--- src/rtl/imem_loader_pkg.sv ---
// ============================================================================
// Module   : imem_loader_pkg
// Brief    : Shared FSM state type and program-image constants for the loader.
// Revision : 1.0
// ============================================================================
`default_nettype none

package imem_loader_pkg;

    typedef enum logic [1:0] {
        S_IDLE  = 2'd0,
        S_RECV  = 2'd1,
        S_WRITE = 2'd2,
        S_RUN   = 2'd3
    } state_t;

    localparam int unsigned DEF_ADDR_W = 5;
    localparam int unsigned IMEM_DEPTH = 2 ** DEF_ADDR_W;
    localparam logic [31:0] END_WORD   = 32'd0;

    function automatic logic is_end_word(input logic [31:0] w);
        return (w == END_WORD);
    endfunction

endpackage

`default_nettype wire

--- src/rtl/imem_loader_if.sv ---
// ============================================================================
// Module   : imem_loader_if
// Brief    : Byte-stream handshake plus instruction-memory write port.
// Revision : 1.0
// ============================================================================
`default_nettype none

interface imem_loader_if #(
    parameter int BYTE_W = 8
);
    logic [BYTE_W-1:0] byte_i;
    logic              byte_valid_i;
    logic              byte_ready_o;
    logic              im_we_o;
    logic [31:0]       im_addr_o;
    logic [31:0]       im_data_o;

    // master = byte source / memory side, slave = the loader
    modport master (
        output byte_i, byte_valid_i,
        input  byte_ready_o, im_we_o, im_addr_o, im_data_o
    );

    modport slave (
        input  byte_i, byte_valid_i,
        output byte_ready_o, im_we_o, im_addr_o, im_data_o
    );
endinterface

`default_nettype wire

--- src/rtl/imem_loader_byte_packer.sv ---
// ============================================================================
// Module   : imem_loader_byte_packer
// Brief    : Shifts MSB-first bytes into a word; flags the 4th accepted byte.
// Revision : 1.0
// ============================================================================
`default_nettype none

module imem_loader_byte_packer #(
    parameter int BYTE_W = 8
) (
    input  wire logic                clk_i,
    input  wire logic                rst_n,
    input  wire logic                clr_i,
    input  wire logic                xfer_i,
    input  wire logic [BYTE_W-1:0]   byte_i,
    output logic      [4*BYTE_W-1:0] word_o,
    output logic                     word_valid_o
);
    logic [4*BYTE_W-1:0] shreg_q, shreg_d;
    logic [1:0]          cnt_q, cnt_d;

    // word_o is the word as it will look once the current byte is shifted in
    assign word_o       = {shreg_q[3*BYTE_W-1:0], byte_i};
    assign word_valid_o = xfer_i && (cnt_q == 2'd3);

    always_comb begin
        shreg_d = shreg_q;
        cnt_d   = cnt_q;
        if (clr_i) begin
            shreg_d = '0;
            cnt_d   = '0;
        end else if (xfer_i) begin
            shreg_d = word_o;
            cnt_d   = cnt_q + 2'd1;
        end
    end

    always_ff @(posedge clk_i or negedge rst_n) begin
        if (!rst_n) begin
            shreg_q <= '0;
            cnt_q   <= '0;
        end else begin
            shreg_q <= shreg_d;
            cnt_q   <= cnt_d;
        end
    end

endmodule

`default_nettype wire

--- src/rtl/imem_loader.sv ---
// ============================================================================
// Module   : imem_loader
// Brief    : Loads a byte-streamed program into instruction memory, holding
//            the CPU in reset until a zero terminator word or a full memory.
// Revision : 1.0
// ============================================================================
`default_nettype none

module imem_loader
    import imem_loader_pkg::*;
#(
    parameter int ADDR_W = 5,
    parameter int BYTE_W = 8
) (
    input  wire logic        clk_i,
    input  wire logic        rst_n,
    input  wire logic        start_i,
    imem_loader_if.slave     bus,
    output logic             cpu_rst_n_o,
    output logic             busy_o,
    output logic             done_o,
    output logic [ADDR_W:0]  word_cnt_o,
    output logic             overflow_o
);
    localparam logic [ADDR_W-1:0] LAST_IDX = '1;
    localparam logic [ADDR_W-1:0] IDX_ONE  = {{(ADDR_W-1){1'b0}}, 1'b1};
    localparam logic [ADDR_W:0]   CNT_ONE  = {{ADDR_W{1'b0}}, 1'b1};

    state_t            state_q, state_d;
    logic [ADDR_W-1:0] word_idx_q, word_idx_d;
    logic [ADDR_W:0]   word_cnt_q, word_cnt_d;
    logic              overflow_q, overflow_d;
    logic              cpu_rst_n_q, cpu_rst_n_d;
    logic [31:0]       im_addr_q, im_addr_d;
    logic [31:0]       im_data_q, im_data_d;

    logic              w_ready;
    logic              w_clr;
    logic              w_xfer;
    logic [31:0]       w_word;
    logic              w_word_valid;

    assign w_xfer = bus.byte_valid_i && w_ready;

    imem_loader_byte_packer #(
        .BYTE_W (BYTE_W)
    ) u_packer (
        .clk_i        (clk_i),
        .rst_n        (rst_n),
        .clr_i        (w_clr),
        .xfer_i       (w_xfer),
        .byte_i       (bus.byte_i),
        .word_o       (w_word),
        .word_valid_o (w_word_valid)
    );

    always_comb begin
        state_d     = state_q;
        word_idx_d  = word_idx_q;
        word_cnt_d  = word_cnt_q;
        overflow_d  = overflow_q;
        im_addr_d   = im_addr_q;
        im_data_d   = im_data_q;
        w_clr       = 1'b0;
        w_ready     = 1'b0;
        cpu_rst_n_d = 1'b0;

        case (state_q)
            S_IDLE, S_RUN: begin
                if (start_i) begin
                    state_d    = S_RECV;
                    word_idx_d = '0;
                    word_cnt_d = '0;
                    overflow_d = 1'b0;
                    w_clr      = 1'b1;
                end
            end
            S_RECV: begin
                w_ready = 1'b1;
                // Latch the write address/data so they hold after the strobe
                if (w_word_valid) begin
                    state_d   = S_WRITE;
                    im_addr_d = {{(32-ADDR_W-2){1'b0}}, word_idx_q, 2'b00};
                    im_data_d = w_word;
                end
            end
            S_WRITE: begin
                word_cnt_d = word_cnt_q + CNT_ONE;
                if (is_end_word(im_data_q)) begin
                    state_d = S_RUN;
                end else if (word_idx_q == LAST_IDX) begin
                    state_d    = S_RUN;
                    overflow_d = 1'b1;
                end else begin
                    word_idx_d = word_idx_q + IDX_ONE;
                    state_d    = S_RECV;
                end
            end
            default: state_d = S_IDLE;
        endcase

        cpu_rst_n_d = (state_q == S_RUN) && (state_d == S_RUN);
    end

    always_ff @(posedge clk_i or negedge rst_n) begin
        if (!rst_n) begin
            state_q     <= S_IDLE;
            word_idx_q  <= '0;
            word_cnt_q  <= '0;
            overflow_q  <= 1'b0;
            cpu_rst_n_q <= 1'b0;
            im_addr_q   <= '0;
            im_data_q   <= '0;
        end else begin
            state_q     <= state_d;
            word_idx_q  <= word_idx_d;
            word_cnt_q  <= word_cnt_d;
            overflow_q  <= overflow_d;
            cpu_rst_n_q <= cpu_rst_n_d;
            im_addr_q   <= im_addr_d;
            im_data_q   <= im_data_d;
        end
    end

    assign bus.byte_ready_o = w_ready;
    assign bus.im_we_o      = (state_q == S_WRITE);
    assign bus.im_addr_o    = im_addr_q;
    assign bus.im_data_o    = im_data_q;
    assign cpu_rst_n_o      = cpu_rst_n_q;
    assign busy_o           = (state_q == S_RECV) || (state_q == S_WRITE);
    assign done_o           = (state_q == S_RUN);
    assign word_cnt_o       = word_cnt_q;
    assign overflow_o       = overflow_q;

endmodule

`default_nettype wire
--- src/flat_wrapper.sv ---
// flat-port wrapper written by rule: the top's interface ports become plain ports
module imem_loader_flat import imem_loader_pkg::*;
#(
    parameter int ADDR_W = 5,
    parameter int BYTE_W = 8
)
  (clk_i, rst_n, start_i, cpu_rst_n_o, busy_o, done_o, word_cnt_o, overflow_o, bus_byte_i, bus_byte_valid_i, bus_byte_ready_o, bus_im_we_o, bus_im_addr_o, bus_im_data_o);
  imem_loader_if #(.BYTE_W(BYTE_W)) bus_i ();
  input  wire logic clk_i;
  input  wire logic rst_n;
  input  wire logic start_i;
  output logic cpu_rst_n_o;
  output logic busy_o;
  output logic done_o;
  output logic [ADDR_W:0] word_cnt_o;
  output logic overflow_o;
  input wire logic [$bits(bus_i.byte_i)-1:0] bus_byte_i;
  input wire logic [$bits(bus_i.byte_valid_i)-1:0] bus_byte_valid_i;
  output wire logic [$bits(bus_i.byte_ready_o)-1:0] bus_byte_ready_o;
  output wire logic [$bits(bus_i.im_we_o)-1:0] bus_im_we_o;
  output wire logic [$bits(bus_i.im_addr_o)-1:0] bus_im_addr_o;
  output wire logic [$bits(bus_i.im_data_o)-1:0] bus_im_data_o;
  assign bus_i.byte_i = bus_byte_i;
  assign bus_i.byte_valid_i = bus_byte_valid_i;
  assign bus_byte_ready_o = bus_i.byte_ready_o;
  assign bus_im_we_o = bus_i.im_we_o;
  assign bus_im_addr_o = bus_i.im_addr_o;
  assign bus_im_data_o = bus_i.im_data_o;
  imem_loader #(.ADDR_W(ADDR_W), .BYTE_W(BYTE_W)) u_core (.clk_i(clk_i), .rst_n(rst_n), .start_i(start_i), .bus(bus_i), .cpu_rst_n_o(cpu_rst_n_o), .busy_o(busy_o), .done_o(done_o), .word_cnt_o(word_cnt_o), .overflow_o(overflow_o));
endmodule
--- config.mk ---
export PLATFORM = sky130hd
export DESIGN_NAME = imem_loader_flat
export DESIGN_NICKNAME = d
export VERILOG_FILES = /design/src/rtl/imem_loader_pkg.sv /design/src/rtl/imem_loader_if.sv /design/src/rtl/imem_loader_byte_packer.sv /design/src/rtl/imem_loader.sv /design/src/flat_wrapper.sv
export SDC_FILE = /design/constraint.sdc
export NUM_CORES = 1
export LEC_CHECK = 0
export ABC_CLOCK_PERIOD_IN_PS = 3500
export CORE_ASPECT_RATIO = 1.25
export CORE_MARGIN = 2
export CORE_UTILIZATION = 30
export DETAILED_ROUTE_END_ITERATION = 16
export PLACE_DENSITY = 0.51
export SYNTH_ARGS = -nofsm -noshare
export SYNTH_HDL_FRONTEND = slang
export SYNTH_SLANG_ARGS = --single-unit
--- constraint.sdc ---
create_clock -name clk_i -period 3.5 [get_ports clk_i]
set_clock_uncertainty 0.1 [all_clocks]
set_input_delay 0.525 -clock clk_i [delete_from_list [all_inputs] [get_ports clk_i]]
set_output_delay 0.525 -clock clk_i [all_outputs]
set_load 0.02 [all_outputs]
Yosys cells after proc, flatten, opt, wreduce, memory -nomap -nowiden:

Index checks and enable logic that the tools add are counted.

* add/sub/neg operators: 3
* equal/unequal tests: 10
* multiplexer cells: 22
* reduce and logical (&&, ||, !) cells: 13

Operators with widths (number)
* $mux W24: 2
* $logic_not A32 Y1: 1
* $mux W5: 3
* $mux W2: 6
* $pmux W6 S2: 1
* $pmux W5 S2: 1
* $eq A2 B2 Y1 const B: 4
* $reduce_and A4 Y1: 2
* $add A6 B1 Y6 const B: 1
* $mux W1: 6
* $mux W6: 1
* $ne A2 B2 Y1 const B: 3
* $pmux W2 S3: 1
* $add A5 B1 Y5 const B: 1
* $eq A5 B5 Y1 const B: 1
* $reduce_and A2 Y1: 2
* $reduce_bool A2 Y1: 2
* $logic_and A1 B1 Y1: 3
* $add A2 B1 Y2 const B: 1
* $eq A2 B1 Y1 const B: 1
* $logic_not A2 Y1: 1
* $ne A2 B1 Y1 const B: 1
* $pmux W1 S2: 1
* $reduce_or A2 Y1: 1
* $logic_or A1 B1 Y1: 1

* register bits after elaboration: 78
* bits of input ports: 12
* output and inout bits: 76
* word-level logic and storage cells: 57

Logic depth before layout (Yosys ltp):

* word-level depth: 8
* mapped depth: 8
* gate-level depth less buffers: 7

Cells and area by module:

Synthesis repeated with hierarchy kept, for this count alone.

* cell total of the unflattened synthesis: 291
* area, all modules: 3579.7 sq um

By module, submodules not included
* imem_loader: instances 1, cells an instance 197, area each 2426.1 sq um
* imem_loader_byte_packer: instances 1, cells an instance 94, area each 1153.6 sq um

Least setup slack after synthesis:

Ideal clock, no wire load.

* path kind: flip-flop to flip-flop
* from: register u_core.state_q[0]
* to: register u_core.word_idx_q[2]
* setup time: 131 ps
* data arrival time: 1842 ps
* required time: 3269 ps
* setup slack: 1427 ps
* cell stages (with the launch flop): 9
* path buffers: 2
* period minus slack after synthesis: 2073 ps
* path through: dfrtp_1 -> inv_1 -> ha_1 -> buf_2 -> mux2_2 -> clkbuf_1 -> nand4_1 -> a21oi_1 -> or3_1

* longest elaborated chain between the ends: 4

Ends and longest elaborated chain
* start: declaration: RTL line imem_loader.sv:29 `state_t state_q, state_d;`
* start signal: assignment: RTL line imem_loader.sv:115 `state_q <= state_d;`
* $eq A2 B2 Y1 / $logic_not A2 Y1 (equally long branches): RTL line imem_loader.sv:68 `case (state_q)`
* $reduce_or A2 Y1: RTL line imem_loader.sv:68
* $ne A2 B2 Y1 (no line) / $reduce_bool A2 Y1 (equally long branches)
* $reduce_and A4 Y1 (no line)
* end signal: assignment: RTL line imem_loader.sv:116 `word_idx_q <= word_idx_d;`
* end: declaration: RTL line imem_loader.sv:30 `logic [ADDR_W-1:0] word_idx_q, word_idx_d;`

Parallel ways exist; a longest one is shown, timed or not.
A chain may end at the register's enable or synchronous reset.

Worst setup path in the final report:

* from: register u_core.state_q[0]
* to: output bus_im_we_o

* longest elaborated chain between the ends: 1

Ends and longest elaborated chain
* $eq A2 B2 Y1: RTL line imem_loader.sv:126 `assign bus.im_we_o = (state_q == S_WRITE);`
* end: declaration: RTL line flat_wrapper.sv:20 `output wire logic [$bits(bus_i.im_we_o)-1:0] bus_im_we_o;`

Every way passes these cells.

==> results.txt <==
- Hold is met by 0.2334 ns.
- Area of the core: 11,670 um^2
- Via total after detailed routing: 2,534
- Of the available clock period, the critical path in the final layout requires 73.24%.
* Boundary pin count: 88
* Leading register cell type out of synthesis: dfrtp_1
- Category of the critical setup timing path: register to output port
* Slew @ Worst Pin: 0.9885 ns
- Clock latency on the worst-skew pair: 0.34 ns
- Summed over all cells, the static leakage comes to 2.089 nW.
- The number of gates resized after CTS was 0.
* Antenna violations before repair: 0
- Cells with a size suffix above 1 make up 15.35% of the layout.
- Gpl congestion: 0.7687
* HPWL reported at the end of detailed placement: 5511 um
* Sequential share of the synthesized area: 54.37%
- STA classifies the critical path startpoint as a register.
* Number of distinct standard cells referenced by the synthesized netlist: 41
- After global routing the overflow that remains totals 0.
- Maximum number of pins on one net before global-route repair: 79
* H-tree Lvls: 3
- Along the worst path, the maximum fanout reaches 14.
- Root buffer cell: clkbuf_16
- Layout fillers: 1,201
- For this design the ratio of total power to cell area is 821.5 nW/um^2.
- Hold violation total from the final report: 0
- Die footprint: 12,860 um^2
* Endpoint of the lowest-slack register-to-register path: u_core.word_idx_q[3]
- Leading cell types in the layout, fill and taps excluded: dfrtp_1 (78), nand2_1 (61), clkdlybuf4s50_1 (59)
* DIE WIDTH: 101.8 um
- Time the final worst path needs with I/O delays and setup: 2.563 ns
- Pins Over Slew Limit: 0
* Total global routing track utilization: 13.24%
- The mapped netlist covers 3590 um^2.
- The first routing iteration left 101 violations.
- Post-layout nets: 405
- The design draws 3.723 mW.
- Count of inserted antenna diode cells: 0
- The first detailed-routing pass ran for 4 iterations.
- Capturing element of the worst setup path: bus_im_we_o
- Number of flops mapped to enable cells by yosys: 0
* Kind of end point of the critical path: output port
* Internal reg-to-reg setup slack: 1.14 ns
- Depth of the worst register-to-register path: 6
- Vertical extent of the die: 126.3 um
* RSZ-0062 raised after global routing: no
- For this run, design rule violations remaining after detail routing come to 0.
* Total of buffers placed on input and output ports: 60
- Mean number of vias per cell: 4.591
- First-pass GRT wire length: 13,190 um
* Number of post-CTS setup repair buffers: 0
* Leading cell type in the layout, fill and taps excluded: dfrtp_1
- Each instance of the synthesized netlist takes up on average 10.84 um^2.
* Relative slew slack: 34.10%
* Number of setup violations in the final report: 0
- The synthesized design contains 78 register bits.
* Type of the tightest min-delay check: input pin to async pin
- CTS tree: yes
* Routed WL: 8132 um
* Initial Utilization: 30.76%
* FFs w/ async S/R, synth: 100.0%
- Crit. Startpoint: u_core.state_q[0]
* Num rows: 44
- The run finished with clean final reports.
* Clock transition at the registers of the reported paths: 0.06 ns
- Critical path required time: 2.87 ns
- Post-detailed-route count of antenna-violating nets: 0
* Synth-to-layout area growth: 26.25%
- RR Startpoint: u_core.state_q[0]
- Hold bufs inserted after CTS: 0
- In the final timing run, aggregate negative setup slack is 0 ns.
- Worst VDD drop: 286.5 uV
* Maximum capacitance violations: 0
- Dividing the detail-routed wire length by the instance count gives 14.73 um.
- At the worst endpoint, the arrival time is 1.94 ns.
* Post-Syn Instances: 331
* Max clock buf depth: 2
- TritonCTS buffer count: 9
- Static timing analysis puts the maximum clock frequency at 390.1 MHz.
* Yosys warns: 0
* Vias in the first global route: 2,549
* Number of clock sinks seen by CTS: 78
==> report_power, final <==
part | internal, mW | switching [mW]
sequential | 1.19 | 0.232
combinational | 0.597 | 0.794
clock | 0.553 | 0.360
==> cells in the mapped netlist, types with 2 or more instances <==
| cell | count | area, um^2 |
|---|---|---|
| nand3b_1 | 3 | 22.52 |
| clkbuf_1 | 11 | 41.29 |
| buf_1 | 3 | 11.26 |
| and2_1 | 2 | 12.51 |
| and4_2 | 2 | 20.02 |
| o21ai_0 | 10 | 50.05 |
| a41oi_1 | 3 | 26.28 |
| dfrtp_1 | 78 | 1952 |
| ha_1 | 7 | 87.58 |
| buf_4 | 27 | 202.7 |
| nor2_1 | 7 | 26.28 |
| nand2_1 | 61 | 229.0 |
| nor4_1 | 5 | 31.28 |
| nand3_1 | 5 | 25.02 |
| xor2_1 | 4 | 35.03 |
| or3_1 | 2 | 12.51 |
| a21boi_0 | 3 | 22.52 |
| nand4_1 | 4 | 25.02 |
| inv_1 | 5 | 18.77 |
| buf_2 | 3 | 15.01 |
| a21oi_1 | 28 | 140.1 |
| and3_1 | 4 | 25.02 |
| mux2_2 | 36 | 405.4 |
==> metal layers <==
metal  up-vias  track usage, %  part of all wire (%)
met3        12           2.755                   4.6
met5         -               0                     0
met4         0           7.059                   2.3
met1      1256           17.48                    45
met2        71           20.28                    48
li1       1195               -                     -
==> critical path: stages, from the launching register on <==
cell	delay, ns
dfrtp_1	0.40
inv_1	0.08
ha_1	0.44
clkdlybuf4s50_1	0.69
==> kinds of logic after synthesis <==
logic type | Yosys count | share of synthesized area, %
other | 1 | 0.1045
buffers and inverters | 50 | 8.191
flip-flops | 78 | 54.37
multiplexers | 37 | 11.57
adder cells (fa/ha/maj) | 7 | 2.440
AND/OR/NAND/NOR | 103 | 13.98
XOR/XNOR | 5 | 1.220
AO/OA/AOI/OAI | 50 | 8.122
==> how the worst min path moves through the flow <==
stage / from / to / slack [ns] / cells past startpoint
detailed placement: u_core.overflow_o / u_core.overflow_o / 0.38 / 2
global placement: u_core.bus.im_addr_o[4] / u_core.bus.im_addr_o[4] / 0.37 / 2
floorplan: rst_n / u_core.bus.im_addr_o[2] / 0.13 / 0
global route: rst_n / u_core.word_cnt_o[4] / 0.32 / 1
CTS: rst_n / u_core.word_cnt_o[3] / 0.29 / 1
finish: rst_n / u_core.word_cnt_o[5] / 0.23 / 1
==> layout make-up <==
class / count / area (um^2) / share of cell area [%]
sequential: 78 / 1952 / 43.07
multi-input combinational: 229 / 1446 / 31.92
timing repair buffer: 63 / 620.6 / 13.69
clock buffer: 11 / 232.7 / 5.135
tap: 161 / 201.4 / 4.445
clock inverter: 5 / 60.06 / 1.325
inverter: 5 / 18.77 / 0.4141
==> flip-flops by register name (all words and copies together) (netlist names) <==
name                     count
u_core.word_idx_q            5
u_core.u_packer.cnt_q        2
u_core.cpu_rst_n_o           1
u_core.overflow_o            1
u_core.word_cnt_o            6
u_core.bus.im_data_o        32
u_core.bus.im_addr_o         5
u_core.state_q               2
u_core.u_packer.shreg_q     24
==> metrics by stage <==
stage	std cells	cell area, um^2	util [%]	setup WS (ns)
3_5_place_dp	536	4239	36.32	1.118
5_1_grt	552	4532	38.83	0.8530
4_1_cts	552	4532	38.83	0.9087
3_3_place_gp	536	4239	36.32	1.154
2_1_floorplan	357	3687	-	1.427
6_report	552	4532	38.83	0.9365
No activity file was read; power rests on OpenSTA's default activity.
